## src/rtl/seq_driver.sv

```systemverilog
`default_nettype none
// ============================================================================
// Module   : seq_driver
// Brief    : Emits a fixed 12-step unlock vector sequence toward a lock detector.
// Revision : 1.0
// ============================================================================
module seq_driver #(
  parameter int unsigned GAP      = 0,
  parameter logic [3:0]  IDLE_VEC = 4'b0000
) (
  input  logic       clk,
  input  logic       reset,
  input  logic       start,
  input  logic       hold,
  input  logic       abort,
  output logic       i1,
  output logic       i2,
  output logic       i3,
  output logic       i4,
  output logic [3:0] step,
  output logic       busy,
  output logic       done
);

  localparam logic [3:0] GAP_CNT  = 4'(GAP);
  localparam logic [3:0] LAST_STEP = 4'd12;

  typedef enum logic [1:0] {
    S_IDLE = 2'd0,
    S_SEND = 2'd1,
    S_GAP  = 2'd2,
    S_DONE = 2'd3
  } state_e;

  state_e     state_q, state_d;
  logic [3:0] step_q, step_d;
  logic [3:0] gap_q, gap_d;
  logic [3:0] vec_q, vec_d;
  logic       busy_q, busy_d;
  logic       done_q, done_d;
  logic       advance;

  // Vector order is {i1,i2,i3,i4}.
  function automatic logic [3:0] step_vec(input logic [3:0] n);
    case (n)
      4'd1:    step_vec = 4'b0010;
      4'd2:    step_vec = 4'b1001;
      4'd3:    step_vec = 4'b1000;
      4'd4:    step_vec = 4'b0010;
      4'd5:    step_vec = 4'b0100;
      4'd6:    step_vec = 4'b1000;
      4'd7:    step_vec = 4'b0001;
      4'd8:    step_vec = 4'b0000;
      4'd9:    step_vec = 4'b0001;
      4'd10:   step_vec = 4'b0010;
      4'd11:   step_vec = 4'b1000;
      default: step_vec = 4'b0000;
    endcase
  endfunction

  always_ff @(posedge clk or negedge reset) begin
    if (!reset) begin
      state_q <= S_IDLE;
      step_q  <= 4'd0;
      gap_q   <= 4'd0;
      vec_q   <= IDLE_VEC;
      busy_q  <= 1'b0;
      done_q  <= 1'b0;
    end else begin
      state_q <= state_d;
      step_q  <= step_d;
      gap_q   <= gap_d;
      vec_q   <= vec_d;
      busy_q  <= busy_d;
      done_q  <= done_d;
    end
  end

  always_comb begin
    state_d = state_q;
    step_d  = step_q;
    gap_d   = gap_q;
    vec_d   = vec_q;
    busy_d  = busy_q;
    done_d  = 1'b0;
    advance = 1'b0;

    if (abort) begin
      state_d = S_IDLE;
      step_d  = 4'd0;
      gap_d   = 4'd0;
      vec_d   = IDLE_VEC;
      busy_d  = 1'b0;
    end else begin
      case (state_q)
        S_IDLE: begin
          if (start) begin
            state_d = S_SEND;
            step_d  = 4'd1;
            vec_d   = step_vec(4'd1);
            gap_d   = GAP_CNT;
            busy_d  = 1'b1;
          end
        end
        S_SEND: begin
          if (!hold) begin
            if (GAP_CNT != 4'd0) state_d = S_GAP;
            else                 advance = 1'b1;
          end
        end
        S_GAP: begin
          // Counter enters at GAP and advances on the edge where it reads 1.
          if (!hold) begin
            if (gap_q <= 4'd1) advance = 1'b1;
            else               gap_d   = gap_q - 4'd1;
          end
        end
        default: state_d = S_IDLE;
      endcase

      if (advance) begin
        if (step_q == LAST_STEP) begin
          state_d = S_DONE;
          step_d  = 4'd0;
          gap_d   = 4'd0;
          vec_d   = IDLE_VEC;
          busy_d  = 1'b0;
          done_d  = 1'b1;
        end else begin
          state_d = S_SEND;
          step_d  = step_q + 4'd1;
          vec_d   = step_vec(step_q + 4'd1);
          gap_d   = GAP_CNT;
        end
      end
    end
  end

  assign {i1, i2, i3, i4} = vec_q;
  assign step = step_q;
  assign busy = busy_q;
  assign done = done_q;

endmodule
`default_nettype wire

```

## config.mk

```make
export PLATFORM = sky130hd
export DESIGN_NAME = seq_driver
export DESIGN_NICKNAME = d
export VERILOG_FILES = /design/src/rtl/seq_driver.sv
export SDC_FILE = /design/constraint.sdc
export NUM_CORES = 1
export LEC_CHECK = 0
export BUFFER_PORTS_ARGS = -buffer_cell sky130_fd_sc_hd__buf_2
export CORE_MARGIN = 2
export CORE_UTILIZATION = 55
export DETAILED_ROUTE_END_ITERATION = 16
export PLACE_DENSITY_LB_ADDON = 0.05
export SYNTH_ARGS = -nofsm -noshare
export SYNTH_HDL_FRONTEND = slang
export SYNTH_SLANG_ARGS = --single-unit
export TNS_END_PERCENT = 10
```

## constraint.sdc

```tcl
create_clock -name clk -period 2.2 [get_ports clk]
set_input_delay 0.11 -clock clk [delete_from_list [all_inputs] [get_ports clk]]
set_output_delay 0.11 -clock clk [all_outputs]
set_load 0.03 [all_outputs]
```

==> results of run 1 <==
-- synth_stat cells, types with 3 or more instances --
library cell / instances
nand4_1: 3
ha_1: 11
o22ai_1: 3
nand2b_1: 3
nand2_1: 4
o2bb2ai_1: 3
dfrtp_1: 16
nand3_1: 7
mux2i_1: 5
o21ai_0: 4
a21oi_1: 4
inv_1: 14
nor2b_1: 3
-- routing by layer --
layer | part of all wire, % | up-vias | global-route usage (%)
met3 | 6.3 | 2 | 7.14
met1 | 46 | 453 | 27.4
met4 | 0.52 | 0 | 5.41
met2 | 47 | 26 | 33.3
li1 | - | 464 | -
met5 | 0 | - | 0
-- worst max-delay path: stages, from the launching register on --
cell and delay, ps:
dfrtp_1 490, ha_1 290, nand2b_1 210, o31ai_1 440
nand3_1 190, o221ai_2 210
-- final timing paths --
kind,from,to,cells after the start
worst max-delay path,step[0],vec_q[1],5
worst min-delay path,abort,state_q[0],2
worst max register to register,step[0],vec_q[1],5
worst min register to register,vec_q[2],vec_q[2],1
max in group asynchronous,reset,vec_q[0],2
min in group asynchronous,reset,state_q[0],2
-- registers in the layout, summed over array words and instances (netlist names) --
| signal | flops |
|---|---|
| gap_q | 4 |
| vec_q | 4 |
| state_q | 2 |
| done | 1 |
| step | 4 |
| busy | 1 |
-- stage by stage --
stage	cell area [sq um]	hold slack [ps]	utilization [%]	std cells	setup slack, ps
after floorplan	1200	-186	-	116	392
after global placement	1290	38.8	64.3	157	345
final	1330	78.1	66.6	162	281
after global routing	1330	62.3	66.6	162	130
after CTS	1330	66.3	66.6	162	311
after detailed placement	1290	50.4	64.3	157	366
-- cell families after synthesis --
kind of cell	Yosys count	synth area share, %
adder cells (fa/ha/maj)	11	11.5
AO/OA/AOI/OAI	30	22.1
buffers and inverters	16	6.69
flip-flops	16	33.5
XOR/XNOR	1	0.732
AND/OR/NAND/NOR	37	21.3
multiplexers	5	4.18
-- power breakdown --
part / internal (mW) / total (mW) / switching, mW
registers: 0.306 / 0.319 / 0.0126
logic: 0.0741 / 0.198 / 0.124
clock network: 0.101 / 0.190 / 0.0891
total: 0.481 / 0.707 / 0.226
-- area by class of cell --
type / instances / area share, %
clock buffers: 4 / 2.72
multi-input cells: 84 / 53.7
repair buffers: 17 / 7.13
inverters: 14 / 3.94
well taps: 27 / 2.53
flip-flops and latches: 16 / 30.0
-- layout by cell type, fill, tap and decap left out, types with 4 or more instances in the layout --
| cell | count |
|---|---|
| dfrtp_1 | 16 |
| a21oi_1 | 4 |
| inv_1 | 14 |
| mux2i_1 | 5 |
| o21ai_0 | 4 |
| buf_2 | 14 |
| nand2_1 | 4 |
| ha_1 | 11 |
| nand3_1 | 7 |
==> impl_metrics.ini, run 1 <==
[timing]
finalHoldViolCount = 0
tightest_slew_ps = 456
slew_viol_final = 0
post-route-period-util_pct = 87.2
setup_viol = 0
fmax_mhz = 521
tns_ps = 0
max-slew-margin-rel_pct = 69.5
finalClockSkew_ps = 7.77
rsz0062_at_grt = false
post-route-min-period_ps = 1920

[route]
viasPerCell = 5.83
first_pass_iters = 4
dr.first_iter.drc_count = 19
wl_microns = 2290
vias = 945
drcViolationCount = 0
ant_nets = 0
post_drt_wl_per_cell_microns = 14.1

[floorplan]
die-area_sq_mm = 0.00256
core_area_sq_mm = 0.00200
die_x_microns = 50.6
die_y_microns = 50.6
initial_core_util_pct = 59.7
io_pins = 15
core.rowCount = 16

[worst_setup_path]
r2r_slack_ps = 280
path_class = flip-flop to flip-flop
crit_required_ps = 2400
worst_ep_arrival_time_ps = 2110
end_kind = flip-flop
cp-start-kind = flip-flop
crit_fanout = 10

[power]
p_leak_nw = 0.645
p_total_mw = 0.707
ir_drop_v = 0.000441
cellPowerDensity_mw_per_mm2 = 530

[logic_synthesis]
yosysWarningCount = 0
syn-cell-area_sq_mm = 0.00120
synth_edf_count = 0
yosys_register_bits = 16
synth_area_leader_cell = dfrtp_1
syn_nets = 132
yosysUniqueCellTypes = 44
async_flop_share_pct = 100
ys_seq_area_share_pct = 33.5
synth_ff_type = dfrtp_1
yosys-top-cells-area = dfrtp_1 (33%), ha_1 (12%), inv_1 (4.4%)
avgSynthCellArea_sq_um = 10.3
syn_inst = 116
synth_top_area_share_pct = 33.5

[layout]
antenna_cells = 0
seq_area_sq_um = 400
multi_input_area_sq_um = 716
n_fill_cell = 172
area_growth_pct = 11.5
drive_gt1_share_pct = 25.2
nets = 152

[global_routing]
globalRouteOverflowTotal = 0
grt_pass1_vias = 920
grt_use_total_pct = 21.0
grt_max_degree = 17
antenna_found_initial = 0
grt_first_pass_wirelength_microns = 4040

[clocking]
tritoncts = done
cts_buffers = 3
cts-root-buf = clkbuf_4
cts.clk_slew.worst_paths_ps = 90
clock_latency_ps = 280
cts_resized = 0
cts_hold_buf = 1
cts.sinks = 16
post-cts-setup-buffers = 0
htreeDepth = 1
clock_path_buffers = 2

[outcome]
status = finished, final reports clean

[placement]
routabilityCongestion = 0.850
portBuffers = 14
dp_hpwl_microns = 1780

[run]
max_cap_violations = 0

[hold_path]
worst_hold_path_type = input port to flip-flop
Power figures use the tool's default switching activity.
==> run 2: changes to the inputs <==
Settings changed: CTS_CLUSTER_SIZE set to 30, MAX_ROUTING_LAYER set to met4.
==> run 2 against run 1 <==
First-iteration DRC count did not move; count of clock-buffer cells in the layout did not move; critical path type unchanged; cell count did not move; total power barely moved; combinational power barely moved; register-to-register slack barely moved; worst hold slack barely moved; critical endpoint unchanged; non-clock buffer count did not move; maximum frequency rose by 0.19%; global-route usage rose by 0.57 points; critical path depth did not move; clock skew barely moved.
==> impl_metrics.ini, run 2 (synthesized netlist as in run 1, its figures left out) <==
[outcome]
status = finished, final reports clean

[route]
viasPerCell = 5.83
ant_nets = 0
dr.first_iter.drc_count = 19
post_drt_wl_per_cell_microns = 14.1
first_pass_iters = 4
vias = 945
drcViolationCount = 0
wl_microns = 2290

[timing]
finalHoldViolCount = 0
slew_viol_final = 0
finalClockSkew_ps = 7.80
post-route-period-util_pct = 87.1
hold-worst-slack_ps = 78.3
tightest_slew_ps = 455
fmax_mhz = 522
rsz0062_at_grt = false
post-route-min-period_ps = 1920
tns_ps = 0
setup_viol = 0
max-slew-margin-rel_pct = 69.5

[power]
ir_drop_v = 0.000441
p_leak_nw = 0.645
cellPowerDensity_mw_per_mm2 = 530

[layout]
antenna_cells = 0
mostFrequentLayoutCells = dfrtp_1 (16), inv_1 (14), buf_2 (14)
area_growth_pct = 11.5
fin_cells = 162
drive_gt1_share_pct = 25.2
layout_commonest_cell = dfrtp_1
nets = 152
n_fill_cell = 172

[clocking]
htreeDepth = 1
tritoncts = done
cts.sinks = 16
cts-root-buf = clkbuf_4
clock_path_buffers = 2
cts_resized = 0
clock_latency_ps = 280
cts.clk_slew.worst_paths_ps = 90
cts_buffers = 3

[placement]
dp_hpwl_microns = 1780
routabilityCongestion = 0.863
portBuffers = 14
dp_cells = 157

[run]
max_cap_violations = 0

[global_routing]
globalRouteOverflowTotal = 0
grt_max_degree = 17
use_met2_pct = 33.3
use_met3_pct = 6.85
grt_first_pass_wirelength_microns = 4050
grt_use_total_pct = 21.6
grt_pass1_vias = 919
grt_busiest_layer = met2
grtUsageMet1_pct = 27.6
antenna_found_initial = 0

[worst_setup_path]
reg2reg_depth = 5
end_kind = flip-flop
cpPeakStageDelay_ps = 490
r2r-end = vec_q[1]
slowest_stage = dfrtp_1
path_class = flip-flop to flip-flop
worst_ep_arrival_time_ps = 2110
worstPathCellList = ha_1 -> nand2b_1 -> o31ai_1 -> nand3_1 -> o221ai_2
r2r_slack_ps = 280
crit_fanout = 10
r2r_start = step[0]
crit_required_ps = 2400
cp-start-kind = flip-flop

[floorplan]
core.rowCount = 16
die_x_microns = 50.6
core_area_sq_mm = 0.00200
die-area_sq_mm = 0.00256
io_pins = 15
die_y_microns = 50.6
initial_core_util_pct = 59.7

[hold_path]
min_from = abort
holdPathStages = 2
hold_end = state_q[0]
worst_hold_path_type = input port to flip-flop
-- run 2: cell counts in the layout (fill, tap and decap cells not counted) --
No cell type changed its count.
-- run 2: stage by stage --
| step | utilization [%] | instance area (sq um) | power [mW] | setup slack [ps] |
|---|---|---|---|---|
| 3_5_place_dp | 64.3 | 1290 | 0.521 | 366 |
| 5_1_grt | 66.6 | 1330 | 0.755 | 130 |
| 6_report | 66.6 | 1330 | 0.707 | 285 |
| 2_1_floorplan | - | 1200 | 0.475 | 392 |
| 3_3_place_gp | 64.3 | 1290 | 0.518 | 345 |
| 4_1_cts | 66.6 | 1330 | 0.719 | 311 |
-- run 2: what timing repair did --
| item | CTS | global route |
|---|---|---|
| hold buffers | 1 | 0 |
| endpoints found under the hold margin | 16 | 0 |
| setup buffers | 0 | 0 |
-- run 2: power breakdown --
part	total [mW]	switching (mW)	internal, mW
Sequential	0.319	0.0126	0.306
Combinational	0.198	0.124	0.0741
Clock	0.190	0.0891	0.101
-- run 2: routing by layer --
layer  wire length (microns)  part of all wire, %
met1                    1060                   47
met2                    1070                   47
met3                     137                  6.0
met4                      13                 0.57
met5                       0                    0
-- run 2: worst max-delay path, delay by kind of cell, from the launching register on --
kind | cells | cell delay [ps]
compound gates | 2 | 640
flops | 1 | 490
simple gates | 2 | 400
fa+ha+maj | 1 | 290
-- run 2: how the worst max path moves through the flow --
| stage | startpoint | end | slack (ps) | cells past startpoint |
|---|---|---|---|---|
| final | step[0] | vec_q[1] | 280 | 5 |
| after global routing | step[0] | vec_q[1] | 130 | 5 |
| after CTS | step[0] | vec_q[1] | 310 | 5 |
| after detailed placement | step[0] | vec_q[1] | 370 | 5 |
| after global placement | step[0] | vec_q[1] | 350 | 5 |
| after floorplan | step[0] | vec_q[1] | 390 | 5 |
-- run 2: final cells by class --
cell class | instances | area [sq um] | share of cell area [%]
Tap cell | 27 | 33.8 | 2.53
Sequential cell | 16 | 400 | 30.0
Timing Repair Buffer | 17 | 95.1 | 7.13
Inverter | 14 | 52.6 | 3.94
Multi-Input combinational cell | 84 | 716 | 53.7
Clock buffer | 4 | 36.3 | 2.72
